**config.mk**
```make
export PLATFORM = sky130hd
export DESIGN_NAME = mem_access_ctrl
export DESIGN_NICKNAME = d
export VERILOG_FILES = /design/src/rtl/mem_ctrl_pkg.sv /design/src/rtl/mem_lane_align.sv /design/src/rtl/mem_access_ctrl.sv
export SDC_FILE = /design/constraint.sdc
export NUM_CORES = 1
export LEC_CHECK = 0
export BUFFER_PORTS_ARGS = -buffer_cell sky130_fd_sc_hd__clkbuf_2
export CORE_ASPECT_RATIO = 0.5
export CORE_MARGIN = 3
export CORE_UTILIZATION = 45
export DETAILED_ROUTE_END_ITERATION = 12
export PLACE_DENSITY = 0.76
export SYNTH_ARGS = -nofsm -noshare
export SYNTH_HDL_FRONTEND = slang
export SYNTH_SLANG_ARGS = --single-unit
```
**constraint.sdc**
```tcl
create_clock -name clk -period 1.9 [get_ports clk]
set_input_delay 0.19 -clock clk [delete_from_list [all_inputs] [get_ports clk]]
set_output_delay 0.19 -clock clk [all_outputs]
set_load 0.05 [all_outputs]
```
**src/rtl/mem_ctrl_pkg.sv**
```systemverilog
// Shared types and helpers for the MEM-stage data-memory access controller.
package mem_ctrl_pkg;

    typedef enum logic [1:0] {
        IDLE,
        REQ,
        DONE
    } state_t;

    localparam logic [2:0] F3_B  = 3'b000;
    localparam logic [2:0] F3_H  = 3'b001;
    localparam logic [2:0] F3_W  = 3'b010;
    localparam logic [2:0] F3_BU = 3'b100;
    localparam logic [2:0] F3_HU = 3'b101;

    // Unknown funct3 encodings fall back to a full-word access.
    function automatic logic [3:0] be_of(input logic [2:0] fun_3, input logic [1:0] addr_lo);
        case (fun_3)
            F3_B, F3_BU: be_of = 4'b0001 << addr_lo;
            F3_H, F3_HU: be_of = 4'b0011 << {addr_lo[1], 1'b0};
            default:     be_of = 4'b1111;
        endcase
    endfunction

endpackage

```
**src/rtl/mem_lane_align.sv**
```systemverilog
// Lane steering for one access: byte enables, replicated store data, aligned low address.
// MEM_MISALIGN_TRAP_EN adds the misalign detect output.
module mem_lane_align
    import mem_ctrl_pkg::*;
(
    input  logic [2:0]  fun_3,
    input  logic [1:0]  addr_lo,
    input  logic [31:0] st_data,
    output logic [1:0]  addr_lo_al,
    output logic [3:0]  be,
    output logic [31:0] wdata
`ifdef MEM_MISALIGN_TRAP_EN
    ,
    output logic        misalign
`endif
);

    logic misalign_raw;

    always_comb begin
        addr_lo_al   = 2'b00;
        wdata        = st_data;
        misalign_raw = 1'b0;
        case (fun_3)
            F3_B, F3_BU: begin
                addr_lo_al = addr_lo;
                wdata      = {4{st_data[7:0]}};
            end
            F3_H, F3_HU: begin
                addr_lo_al   = {addr_lo[1], 1'b0};
                wdata        = {2{st_data[15:0]}};
                misalign_raw = addr_lo[0];
            end
            default: begin
                misalign_raw = |addr_lo;
            end
        endcase
        be = be_of(fun_3, addr_lo_al);
    end

`ifdef MEM_MISALIGN_TRAP_EN
    assign misalign = misalign_raw;
`else
    // Without the trap, misaligned accesses are silently forced onto aligned lanes.
    logic unused_misalign;
    assign unused_misalign = misalign_raw;
`endif

endmodule

```
**src/rtl/mem_access_ctrl.sv**
```systemverilog
// MEM-stage load/store sequencer for a req/ack single-ported data memory.
// MEM_MISALIGN_TRAP_EN turns misaligned h/w accesses into a misalign_o trap.
module mem_access_ctrl
    import mem_ctrl_pkg::*;
#(
    parameter int ACK_TIMEOUT = 255,
    parameter int ADDR_W      = 32
) (
    input  logic              clk,
    input  logic              rst,
    input  logic              mem_req_i,
    input  logic              mem_we_i,
    input  logic [2:0]        fun_3,
    input  logic [ADDR_W-1:0] addr_i,
    input  logic [31:0]       st_data_i,
    output logic              stall_o,
    output logic [31:0]       ld_data_o,
    output logic              ld_valid_o,
    output logic              bus_err_o,
    output logic              dm_req_o,
    output logic              dm_we_o,
    output logic [3:0]        dm_be_o,
    output logic [ADDR_W-1:0] dm_addr_o,
    output logic [31:0]       dm_wdata_o,
    input  logic              dm_ack_i,
    input  logic [31:0]       dm_rdata_i
`ifdef MEM_MISALIGN_TRAP_EN
    ,
    output logic              misalign_o
`endif
);

    localparam int CNT_W = $clog2(ACK_TIMEOUT + 1);

    state_t             state, state_nxt;
    logic [CNT_W-1:0]   cnt_q;
    logic [1:0]         addr_lo_q;
    logic               err_q;
    logic [1:0]         addr_lo_al;
    logic [3:0]         be;
    logic [31:0]        wdata;
    logic               timeout;

    assign timeout = (cnt_q == CNT_W'(ACK_TIMEOUT - 1));

`ifdef MEM_MISALIGN_TRAP_EN
    logic misalign;
    logic mis_q;
`endif

    mem_lane_align u_lane_align (
        .fun_3      (fun_3),
        .addr_lo    (addr_i[1:0]),
        .st_data    (st_data_i),
        .addr_lo_al (addr_lo_al),
        .be         (be),
        .wdata      (wdata)
`ifdef MEM_MISALIGN_TRAP_EN
        ,
        .misalign   (misalign)
`endif
    );

    // NOTE: every always_comb output gets a default first so no path can infer a latch.
    always_comb begin
        state_nxt  = state;
        stall_o    = 1'b0;
        dm_req_o   = 1'b0;
        ld_valid_o = 1'b0;
        bus_err_o  = 1'b0;
        case (state)
            IDLE: begin
                stall_o = mem_req_i;
                if (mem_req_i) begin
`ifdef MEM_MISALIGN_TRAP_EN
                    state_nxt = misalign ? DONE : REQ;
`else
                    state_nxt = REQ;
`endif
                end
            end
            REQ: begin
                stall_o  = 1'b1;
                dm_req_o = 1'b1;
                if (dm_ack_i || timeout) state_nxt = DONE;
            end
            DONE: begin
                state_nxt = IDLE;
                bus_err_o = err_q;
`ifdef MEM_MISALIGN_TRAP_EN
                ld_valid_o = !dm_we_o && !err_q && !mis_q;
`else
                ld_valid_o = !dm_we_o && !err_q;
`endif
            end
            default: state_nxt = IDLE;
        endcase
    end

`ifdef MEM_MISALIGN_TRAP_EN
    assign misalign_o = (state == DONE) && mis_q;
`endif

    // NOTE: sequential state uses non-blocking assignments so all registers update together at the edge.
    always_ff @(posedge clk) begin
        if (rst) begin
            state      <= IDLE;
            cnt_q      <= '0;
            addr_lo_q  <= 2'b00;
            err_q      <= 1'b0;
            ld_data_o  <= '0;
            dm_we_o    <= 1'b0;
            dm_be_o    <= '0;
            dm_addr_o  <= '0;
            dm_wdata_o <= '0;
`ifdef MEM_MISALIGN_TRAP_EN
            mis_q      <= 1'b0;
`endif
        end else begin
            state <= state_nxt;
            case (state)
                IDLE: begin
                    if (mem_req_i) begin
                        dm_we_o    <= mem_we_i;
                        dm_be_o    <= be;
                        dm_addr_o  <= {addr_i[ADDR_W-1:2], 2'b00};
                        dm_wdata_o <= wdata;
                        addr_lo_q  <= addr_lo_al;
                        err_q      <= 1'b0;
                        cnt_q      <= '0;
`ifdef MEM_MISALIGN_TRAP_EN
                        mis_q      <= misalign;
`endif
                    end
                end
                REQ: begin
                    cnt_q <= cnt_q + CNT_W'(1);
                    // Ack beats a simultaneous timeout.
                    if (dm_ack_i) begin
                        if (!dm_we_o) ld_data_o <= dm_rdata_i >> {addr_lo_q, 3'b000};
                    end else if (timeout) begin
                        err_q <= 1'b1;
                    end
                end
                default: ;
            endcase
        end
    end

endmodule

```
# Word-level counts from Yosys, hierarchy flattened
# Cells that the tools add are included.
[totals]
regBits = 112
elab_cells = 54
[classes]
addsub = 1
eq_ne = 10
shifts = 3
n_mux = 16
n_bitwise = 1
reduce_logical = 14
[ops]
columns = ["operator", "n"]
rows = [
  ["$pmux W32 S2", 1],
  ["$shr A32 B5 Y32", 1],
  ["$pmux W8 S2", 1],
  ["$add A8 B1 Y8 const B", 1],
  ["$eq A8 B8 Y1 const B", 1],
  ["$mux W8", 1],
  ["$ne A2 B2 Y1 const B", 4],
  ["$pmux W2 S2", 2],
  ["$pmux W4 S2", 1],
  ["$eq A3 B3 Y1 const B", 2],
  ["$mux W1", 6],
  ["$reduce_and A2 Y1", 3],
  ["$mux W2", 2],
  ["$pmux W1 S2", 2],
  ["$reduce_and A4 Y1", 1],
  ["$reduce_or A2 Y1", 2],
  ["$shl A1 B2 Y4 const A", 1],
  ["$shl A2 B2 Y4 const A", 1],
  ["$eq A3 B1 Y1 const B", 1],
  ["$logic_not A3 Y1", 1],
  ["$reduce_and A3 Y1", 1],
  ["$eq A2 B1 Y1 const B", 1],
  ["$eq A2 B2 Y1 const B", 1],
  ["$logic_not A1 Y1", 2],
  ["5 further kinds", 5],
]

# Depth between registers and ports, before layout
# Gate-level depths: netlist of run 1.
[logic_depth]
word_depth = 5
ltp_mapped = 6

# Cells and area by module
# Synthesis of run 1 repeated with hierarchy kept, for this count alone.
[unflattened]
hier_cells = 603
area_unflattened_um2 = 5079.9
[modules_own_cells]
columns = ["mod", "n_inst", "cells_each", "area_per_inst_um2", "seq_area_each_um2"]
rows = [
  ["mem_access_ctrl", 1, 541, 4585.6, 2242.2],
  ["mem_lane_align", 1, 62, 494.2, 0.0],
]

# Least setup slack after synthesis of run 1
# No wires, ideal clock.
[synth_path]
path_kind = "register -> output"
from = "reg dm_we_o"
to = "out ld_valid_o"
arrival_time_ps = 2205
t_required_ps = 1710
setup_slack_ps = -495
path_stages_with_launch = 2
n_path_buf = 0
path_cell_list = "dfxtp_1 > nor4b_1"
[synth_via]
elab_chain_cells = 3
[synth_rtl]
columns = ["element", "line", "rtl"]
rows = [
  ["start, declared", "mem_access_ctrl.sv:21", "output logic dm_we_o,"],
  ["start signal, assigned", "mem_access_ctrl.sv:124", "dm_we_o <= mem_we_i;"],
  ["$logic_not A1 Y1", "--", ""],
  ["$logic_and A1 B1 Y1", "mem_access_ctrl.sv:93", "ld_valid_o = !dm_we_o && !err_q;"],
  ["$mux W1", "mem_access_ctrl.sv:71", "case (state)"],
  ["end, declared", "mem_access_ctrl.sv:18", "output logic ld_valid_o,"],
]
# No other way between the ends.

# Final worst setup path of run 1
[layout_path]
from = "reg state[1]"
to = "out dm_req_o"
[layout_via]
elab_chain_cells = 2
[layout_rtl]
columns = ["element", "line", "rtl"]
rows = [
  ["start, declared", "mem_access_ctrl.sv:35", "state_t state, state_nxt;"],
  ["start signal, assigned", "mem_access_ctrl.sv:120", "state <= state_nxt;"],
  ["$eq A2 B1 Y1", "mem_access_ctrl.sv:71", ""],
  ["$mux W1", "mem_access_ctrl.sv:71", ""],
  ["end, declared", "mem_access_ctrl.sv:20", "output logic dm_req_o,"],
]
# No other way between the ends.

==> results of run 1 <==
==> stage by stage <==
step / util / total power, W / worst slack (ns) / std cells / cell area (um2)
6_report: 0.609 / 0.00567 / 0.181 / 902 / 6360
5_1_grt: 0.609 / 0.00592 / 0.0585 / 902 / 6360
4_1_cts: 0.609 / 0.00572 / 0.170 / 902 / 6360
3_5_place_dp: 0.584 / 0.00400 / 0.363 / 888 / 6100
3_3_place_gp: 0.584 / 0.00398 / 0.405 / 888 / 6100
2_1_floorplan: - / 0.00360 / 0.195 / 578 / 4950
==> sequential cells by signal, summed over array words and instances (netlist names), 2 cells and up <==
| register | cells |
|---|---|
| addr_lo_q | 2 |
| cnt_q | 8 |
| dm_addr_o | 30 |
| dm_be_o | 4 |
| dm_wdata_o | 32 |
| ld_data_o | 32 |
| state | 2 |
==> cell usage after synthesis, types with 2 or more instances <==
cell type / instances
or3_1: 12
nand2_1: 132
buf_2: 18
dfxtp_1: 112
mux2_2: 8
inv_1: 8
mux2i_1: 24
buf_1: 2
mux4_2: 8
a21oi_1: 80
o311ai_0: 3
nand3_1: 12
a2bb2oi_1: 8
o21ai_0: 13
nor2_1: 34
buf_4: 10
buf_6: 2
nand2b_1: 10
clkbuf_1: 20
o211ai_1: 11
a211oi_1: 18
a311oi_1: 11
ha_1: 2
==> power breakdown <==
part / internal [W] / switching [W]
Sequential: 0.00250 / 0.0000854
Combinational: 0.000403 / 0.000959
Clock: 0.000910 / 0.000813
Total: 0.00381 / 0.00186
==> area by class of cell <==
type                    count  area share
clock buffers              11      0.0382
clock inverters             3     0.00315
inverters                   8     0.00472
multi-input cells         406       0.379
flip-flops and latches    112       0.352
well taps                 140      0.0275
repair buffers            222       0.195
==> cell families (layout without fill, tap and decap cells) <==
| family | after synthesis | after routing | synth area share |
|---|---|---|---|
| AO/OA/AOI/OAI | 150 | 150 | 0.187 |
| adder cells (fa/ha/maj) | 2 | 2 | 0.00506 |
| buffers and inverters | 60 | 244 | 0.0608 |
| flip-flops | 112 | 112 | 0.454 |
| multiplexers | 40 | 40 | 0.103 |
| other | 1 | 2 | 0.000759 |
| AND/OR/NAND/NOR | 212 | 212 | 0.189 |
==> routing by layer <==
layer  track usage  wire length (um)
met5             0                 0
met4        0.0537               132
met3        0.0533               947
met2         0.379              6820
met1         0.273              5890
==> worst max-delay path by stage <==
stage / startpoint / to / slack (ns) / cells after the start
floorplan: dm_we_o / ld_valid_o / 0.20 / 1
global placement: state[0] / cnt_q[1] / 0.40 / 4
detailed placement: state[0] / cnt_q[1] / 0.36 / 4
CTS: state[1] / dm_req_o / 0.17 / 4
global route: state[0] / dm_req_o / 0.06 / 3
finish: state[1] / dm_req_o / 0.18 / 4
==> critical path, stage by stage (launching register included) <==
cell and delay (ns):
dfxtp_1 0.33, buf_4 0.17, nand2b_1 0.21, inv_1 0.17
clkbuf_2 0.30
==> results.sh, run 1 <==
export IMPL_status="completed"
export IMPL_dieArea_mm2=0.0123
export IMPL_hold_slack_ns=0.0700
export IMPL_fmax_mhz=582
export IMPL_vdd_ir_drop_max_uv=597
export IMPL_grt_antenna_before_repair=0
export IMPL_clock_latency_ns=0.34
export IMPL_synthArstFlopShare=0
export IMPL_worst_pin_slew_ns=0.586
export IMPL_overflow=0
export IMPL_synth_top_area_share=0.454
export IMPL_synth_seq_cells=112
export IMPL_wl_per_cell_um=15.3
export IMPL_drive_above_1_share=0.337
export IMPL_fin_crit_sh=0.905
export IMPL_yosysSeqAreaShare=0.454
export IMPL_yosys_area_top_type="dfxtp_1"
export IMPL_place_hpwl_um=10100
export IMPL_r2r_end="cnt_q[1]"
export IMPL_layout_common_cells="204 x clkbuf_2, 132 x nand2_1, 112 x dfxtp_1"
export IMPL_slew_limit_headroom=0.608
export IMPL_ys_types=42
export IMPL_cp_required_ns=1.71
export IMPL_cts_hold_fix_buffers=0
export IMPL_synth_edf_count=0
export IMPL_critical_path_class="register to output pin"
export IMPL_synth_area_mm2=0.00494
export IMPL_ys_warn_count=0
export IMPL_worstPathArrival_ns=1.53
export IMPL_slew_viol_final=0
export IMPL_nets=865
export IMPL_multi_input_area_mm2=0.00241
export IMPL_initialDrtViolationCount=288
export IMPL_path_clk_slew_ns=0.07
export IMPL_first_pass_iters=4
export IMPL_power_leakage_nw=2.72
export IMPL_hold_start="addr_i[23]"
export IMPL_final_common_cell="clkbuf_2"
export IMPL_start_util=0.473
export IMPL_holdPathStages=3
export IMPL_grt_max_degree=58
export IMPL_vias=4739
export IMPL_synth_area_leaders="dfxtp_1 45%, nand2_1 10%, a21oi_1 8.1%"
export IMPL_end_kind="output pin"
export IMPL_clockRootBuffer="clkbuf_16"
export IMPL_die_w_um=154
export IMPL_ant_nets=0
export IMPL_antennaDiodeCount=0
export IMPL_grt_usage=0.217
export IMPL_routed_via_density=5.25
export IMPL_cap_violations=0
export IMPL_cts_resized_gates=0
export IMPL_p_per_area_mw_per_mm2=891
export IMPL_postCtsSetupRepairBufs=0
export IMPL_min_to="dm_addr_o[23]"
export IMPL_fillCellCount=979
export IMPL_grt_pass1_vias=4436
export IMPL_cts_tree="yes"
export IMPL_r2r_cells=4
export IMPL_gp_congestion=0.857
export IMPL_hold_viol_final=0
export IMPL_drcViolationCount=0
export IMPL_synth_area_per_cell_um2=8.56
export IMPL_fin_skew_ns=0.00813
export IMPL_wl_um=13800
export IMPL_cts_buffers=9
export IMPL_synth_top_flop_cell="dfxtp_1"
export IMPL_fin_tns_setup_ns=0
export IMPL_syn_instance_count=577
export IMPL_min_period_ns=1.72
export IMPL_final_seq_area_mm2=0.00224
export IMPL_syn2layout_area_growth_pct=28.8
export IMPL_setup_viol=0
export IMPL_start_kind="register"
export IMPL_ios=209
export IMPL_r2r_start="state[0]"
export IMPL_cts_htree_levels=3
export IMPL_port_buffers=205
export IMPL_r2r_setup_slack_ns=0.36
export IMPL_min_path_type="input port to register"
export IMPL_grt_pass1_wl_um=22000
export IMPL_die_h_um=80.1
export IMPL_num_rows=26
export IMPL_cts_sinks=112
export IMPL_path_max_fanout=11
export IMPL_core_area_mm2=0.0104
export IMPL_clockBufferDepth=2
export IMPL_rsz0062_at_grt="no"
(Power assumes the default switching activity.)
==> run 2, diff against run 1 <==
--- a/config.mk
+++ b/config.mk
@@ -10,7 +10,7 @@
 export CORE_MARGIN = 3
 export CORE_UTILIZATION = 45
 export DETAILED_ROUTE_END_ITERATION = 12
-export PLACE_DENSITY = 0.76
+export PLACE_DENSITY = 0.8
 export SYNTH_ARGS = -nofsm -noshare
 export SYNTH_HDL_FRONTEND = slang
 export SYNTH_SLANG_ARGS = --single-unit
==> run 2 against run 1 <==
Compared with the run above:
- hold slack lost 0.0090 ns
- final cell count is the same
- cell area is essentially flat
- clock power grew 6%
- sequential power is essentially flat
- non-clock buffer count shrank 2
- highest routed layer unchanged
==> results.sh, run 2 (synthesis results as in run 1) <==
export IMPL_grt_max_degree=51
export IMPL_cts_buffers=9
export IMPL_wl_um=14000
export IMPL_path_clk_slew_ns=0.08
export IMPL_nets=863
export IMPL_clock_latency_ns=0.34
export IMPL_fin_ws_ns=0.163
export IMPL_hold_viol_final=0
export IMPL_drive_above_1_share=0.337
export IMPL_grt_usage=0.222
export IMPL_place_ws_ns=0.227
export IMPL_dieArea_mm2=0.0123
export IMPL_wl_per_cell_um=15.5
export IMPL_vdd_ir_drop_max_uv=460
export IMPL_drcViolationCount=0
export IMPL_min_path_type="input port to register"
export IMPL_dp_cells=886
export IMPL_layout_common_cells="204 x clkbuf_2, 132 x nand2_1, 112 x dfxtp_1"
export IMPL_fin_util=0.610
export IMPL_fin_tns_setup_ns=0
export IMPL_final_common_cell="clkbuf_2"
export IMPL_cts_tree="yes"
export IMPL_pwr_share_comb=0.238
export IMPL_setup_viol=0
export IMPL_die_h_um=80.1
export IMPL_port_buffers=205
export IMPL_fmax_mhz=576
export IMPL_overflow=0
export IMPL_swShare=0.335
export IMPL_grt_pass1_vias=4633
export IMPL_ios=209
export IMPL_power_leakage_nw=2.72
export IMPL_fin_crit_sh=0.914
export IMPL_status="completed"
export IMPL_first_pass_iters=4
export IMPL_antennaDiodeCount=0
export IMPL_end_kind="output pin"
export IMPL_grt_antenna_before_repair=0
export IMPL_cts_hold_fix_buffers=0
export IMPL_p_per_area_mw_per_mm2=906
export IMPL_final_cells=902
export IMPL_clkPwrFrac=0.316
export IMPL_min_period_ns=1.74
export IMPL_fin_skew_ns=0.00811
export IMPL_cp_required_ns=1.71
export IMPL_start_kind="register"
export IMPL_ant_nets=0
export IMPL_grt_pass1_wl_um=22600
export IMPL_seqPwrFrac=0.446
export IMPL_worst_pin_slew_ns=0.732
export IMPL_cts_resized_gates=0
export IMPL_vias=4760
export IMPL_cts_htree_levels=3
export IMPL_power_switching_w=0.00193
export IMPL_clockBufferDepth=2
export IMPL_gp_congestion=0.824
export IMPL_die_w_um=154
export IMPL_place_hpwl_um=10100
export IMPL_initialDrtViolationCount=276
export IMPL_cts_sinks=112
export IMPL_cap_violations=0
export IMPL_hold_slack_ns=0.0610
export IMPL_core_area_mm2=0.0104
export IMPL_clockRootBuffer="clkbuf_16"
export IMPL_top_regs="dm_wdata_o: 32 flops, ld_data_o: 32 flops, dm_addr_o: 30 flops"
export IMPL_routed_via_density=5.28
export IMPL_syn2layout_area_growth_pct=28.9
export IMPL_worstPathArrival_ns=1.55
export IMPL_p_int_w=0.00384
export IMPL_path_max_fanout=12
export IMPL_critical_path_class="register to output pin"
export IMPL_num_rows=26
export IMPL_start_util=0.473
export IMPL_postCtsSetupRepairBufs=0
export IMPL_slew_viol_final=0
export IMPL_slew_limit_headroom=0.512
export IMPL_rsz0062_at_grt="no"
==> run 2: cell types whose count changed in the layout (fill, tap and decap cells not counted), sizes merged <==
| cell | change |
|---|---|
| clkinvlp | -1 |
| buf | -2 |
| clkinv | +2 |
| inv | +1 |
==> run 2: layer usage <==
metal  part of all wire  GRT usage
met3              0.075     0.0603
met4              0.016     0.0520
met2               0.49      0.400
met1               0.42      0.269
met5                  0          0
==> run 2: final timing paths <==
path	startpoint	cells past startpoint	end	slack (ns)
min reg2reg	dm_be_o[1]	2	dm_be_o[1]	0.45
max	state[1]	4	dm_req_o	0.16
min	addr_i[9]	3	dm_addr_o[9]	0.06
max reg2reg	state[1]	4	dm_addr_o[12]	0.24
==> run 2: area by class of cell <==
class / instances / area (um2)
repair buffers: 220 / 1230
multi-input cells: 406 / 2410
clock inverters: 5 / 41.3
well taps: 140 / 175
clock buffers: 11 / 243
fillers: 958 / 4070
flip-flops and latches: 112 / 2240
inverters: 8 / 30.0
==> run 2: critical path, cell delays in order (launching register included) <==
cell      delay (ns)
dfxtp_1         0.31
buf_4           0.16
nand2b_1        0.21
inv_1           0.20
clkbuf_2        0.32
==> run 2: metrics by stage <==
step | cell area, um2 | total power (W)
5_1_grt | 6370 | 0.00603
3_3_place_gp | 6080 | 0.00398
2_1_floorplan | 4950 | 0.00360
6_report | 6370 | 0.00577
4_1_cts | 6370 | 0.00582
3_5_place_dp | 6080 | 0.00400
==> run 2: power groups by stage <==
stage	Clock (W)	Sequential, W	Combinational, W
after floorplan	0	0.00311	0.000498
after global placement	0	0.00262	0.00136
after detailed placement	0	0.00263	0.00138
after CTS	0.00187	0.00257	0.00138
after global routing	0.00197	0.00259	0.00147
final	0.00183	0.00257	0.00137
==> run 3, diff against run 2 <==
--- a/config.mk
+++ b/config.mk
@@ -6,9 +6,8 @@
 export NUM_CORES = 1
 export LEC_CHECK = 0
 export BUFFER_PORTS_ARGS = -buffer_cell sky130_fd_sc_hd__clkbuf_2
-export CORE_ASPECT_RATIO = 0.5
 export CORE_MARGIN = 3
-export CORE_UTILIZATION = 45
+export CORE_UTILIZATION = 43
 export DETAILED_ROUTE_END_ITERATION = 12
 export PLACE_DENSITY = 0.8
 export SYNTH_ARGS = -nofsm -noshare
==> constraint.sdc (replaced) <==
create_clock -name clk -period 1.55 [get_ports clk]
set_input_delay 0.155 -clock clk [delete_from_list [all_inputs] [get_ports clk]]
set_output_delay 0.155 -clock clk [all_outputs]
set_load 0.05 [all_outputs]
==> run 3 against run 2 <==
Compared with the run above:
- die area grew 3.8%
- cell area grew 3.5%
- critical path depth is the same
- routed wire length shrank 0.18%
- flip-flop and latch count is the same
- power grew 27%
- core utilization shrank 1.2 points
- worst setup slack lost 0.12 ns
- register-to-register slack lost 0.16 ns
- via count grew 1.6%
- combinational power grew 29%
- global-route usage shrank 1.3 points
- largest cell class unchanged
==> results.sh, run 3 (synthesis results as in run 1) <==
export IMPL_r2r_start="state[0]"
export IMPL_path_max_fanout=8
export IMPL_pwr_share_comb=0.242
export IMPL_port_buffers=205
export IMPL_startpoint="state[1]"
export IMPL_layout_common_cells="201 x clkbuf_2, 132 x nand2_1, 109 x dfxtp_1"
export IMPL_fin_crit_sh=0.971
export IMPL_grt_usage=0.210
export IMPL_place_ws_ns=0.0202
export IMPL_overflow=0
export IMPL_grt_max_degree=59
export IMPL_min_period_ns=1.50
export IMPL_place_hpwl_um=10000
export IMPL_core_area_mm2=0.0110
export IMPL_hold_slack_ns=0.0228
export IMPL_clockRootBuffer="clkbuf_16"
export IMPL_cts_htree_levels=3
export IMPL_status="completed"
export IMPL_ant_nets=0
export IMPL_end_kind="output pin"
export IMPL_cts_buffers=9
export IMPL_cts_sinks=112
export IMPL_fin_tns_setup_ns=0
export IMPL_routed_via_density=5.29
export IMPL_grt_pass1_vias=4549
export IMPL_wl_met3_um=1120
export IMPL_die_w_um=113
export IMPL_met1_length_um=5790
export IMPL_fin_skew_ns=0.00643
export IMPL_start_kind="register"
export IMPL_start_util=0.448
export IMPL_fillCellCount=981
export IMPL_nets=875
export IMPL_p_per_area_mw_per_mm2=1110
export IMPL_first_pass_iters=4
export IMPL_hold_viol_final=0
export IMPL_grt_pass1_wl_um=21900
export IMPL_gp_congestion=0.795
export IMPL_initialDrtViolationCount=338
export IMPL_final_common_cell="clkbuf_2"
export IMPL_r2r_setup_slack_ns=0.08
export IMPL_r2r_end="dm_addr_o[6]"
export IMPL_clockBufferDepth=2
export IMPL_swShare=0.326
export IMPL_slew_viol_final=0
export IMPL_power_leakage_nw=2.83
export IMPL_crit_end="dm_req_o"
export IMPL_route_met2_wl_um=6760
export IMPL_antennaDiodeCount=0
export IMPL_cts_tree="yes"
export IMPL_fmax_mhz=665
export IMPL_seqPwrFrac=0.430
export IMPL_top_regs="dm_wdata_o: 32 flops, ld_data_o: 32 flops, dm_addr_o: 30 flops"
export IMPL_wl_um=13900
export IMPL_highest_layer="met4"
export IMPL_r2r_cells=7
export IMPL_min_path_type="input port to register"
export IMPL_worstPathArrival_ns=1.35
export IMPL_syn2layout_area_growth_pct=33.4
export IMPL_rsz0062_at_grt="no"
export IMPL_power_switching_w=0.00239
export IMPL_setup_viol=0
export IMPL_fin_ws_ns=0.0451
export IMPL_vias=4835
export IMPL_cap_violations=0
export IMPL_dieArea_mm2=0.0128
export IMPL_die_h_um=113
export IMPL_cp_required_ns=1.39
export IMPL_worstPathCellList="buf_4 > nand2b_2 > inv_2 > buf_8"
export IMPL_num_rows=38
export IMPL_p_total_w=0.00735
export IMPL_drcViolationCount=0
export IMPL_p_int_w=0.00495
export IMPL_crit_path_max_incr_delay_ns=0.34
export IMPL_clock_latency_ns=0.35
export IMPL_clkPwrFrac=0.328
export IMPL_fin_util=0.598
export IMPL_grt_antenna_before_repair=0
export IMPL_vdd_ir_drop_max_uv=745
export IMPL_cts_hold_fix_buffers=0
export IMPL_path_clk_slew_ns=0.07
export IMPL_wl_per_cell_um=15.2
export IMPL_crit_slowest_cell="dfxtp_2"
export IMPL_critical_path_class="register to output pin"
export IMPL_drive_above_1_share=0.355
export IMPL_ios=209
[run 3: changes by cell type in the layout (fill, tap and decap cells not counted), moves of 2 or more]
cell      previous run  this run
dfxtp_1            112       109
clkinv_4             2         0
dfxtp_2              0         3
buf_4                9        17
buf_6                0         3
inv_6                0         3
clkbuf_2           204       201
[run 3: area by class of cell]
| class | count | area, um2 | area share |
|---|---|---|---|
| inverters | 8 | 30.0 | 0.00455 |
| flip-flops and latches | 112 | 2250 | 0.341 |
| repair buffers | 232 | 1410 | 0.214 |
| clock buffers | 10 | 239 | 0.0362 |
| multi-input cells | 406 | 2420 | 0.367 |
| clock inverters | 6 | 72.6 | 0.0110 |
| well taps | 140 | 175 | 0.0266 |
[run 3: through the flow]
step                cell area, um2  std cells
floorplan                     4960        578
global placement              6170        895
detailed placement            6170        895
CTS                           6540        913
global route                  6590        914
finish                        6590        914
[run 3: worst min-delay path by stage]
stage,start,to,slack (ns),cells after the start
6_report,addr_i[16],dm_addr_o[16],0.02,3
3_5_place_dp,addr_i[16],dm_addr_o[16],0.38,3
5_1_grt,addr_i[15],dm_addr_o[15],0.005,3
4_1_cts,addr_i[15],dm_addr_o[15],0.006,3
3_3_place_gp,addr_i[13],dm_addr_o[13],0.38,3
2_1_floorplan,mem_we_i,dm_we_o,0.28,2
[run 3: worst max-delay path, delay by kind of cell (launching register included)]
kind | cells | cell delay [ns]
buffers and inverters | 3 | 0.44
flip-flops | 1 | 0.34
AND/OR/NAND/NOR | 1 | 0.23
[run 3: repair_timing]
action,in CTS,in global routing
gates cloned,1,1
resized for setup,6,10
endpoints found under the setup margin,4,36
pin swaps,1,1
buffers inserted,1,0
[run 3: per-layer routing]
metal | global-route usage | up-vias
met5 | 0 | -
met4 | 0.0713 | 0
met3 | 0.0497 | 20
met2 | 0.353 | 203
met1 | 0.264 | 2208
li1 | - | 2404
[run 3: power by group through the flow]
| stage | Clock (W) | Combinational (W) | Sequential, W |
|---|---|---|---|
| 6_report | 0.00241 | 0.00177 | 0.00316 |
| 5_1_grt | 0.00259 | 0.00190 | 0.00318 |
| 4_1_cts | 0.00247 | 0.00175 | 0.00316 |
| 3_5_place_dp | 0 | 0.00171 | 0.00323 |
| 3_3_place_gp | 0 | 0.00170 | 0.00322 |
| 2_1_floorplan | 0 | 0.000612 | 0.00381 |
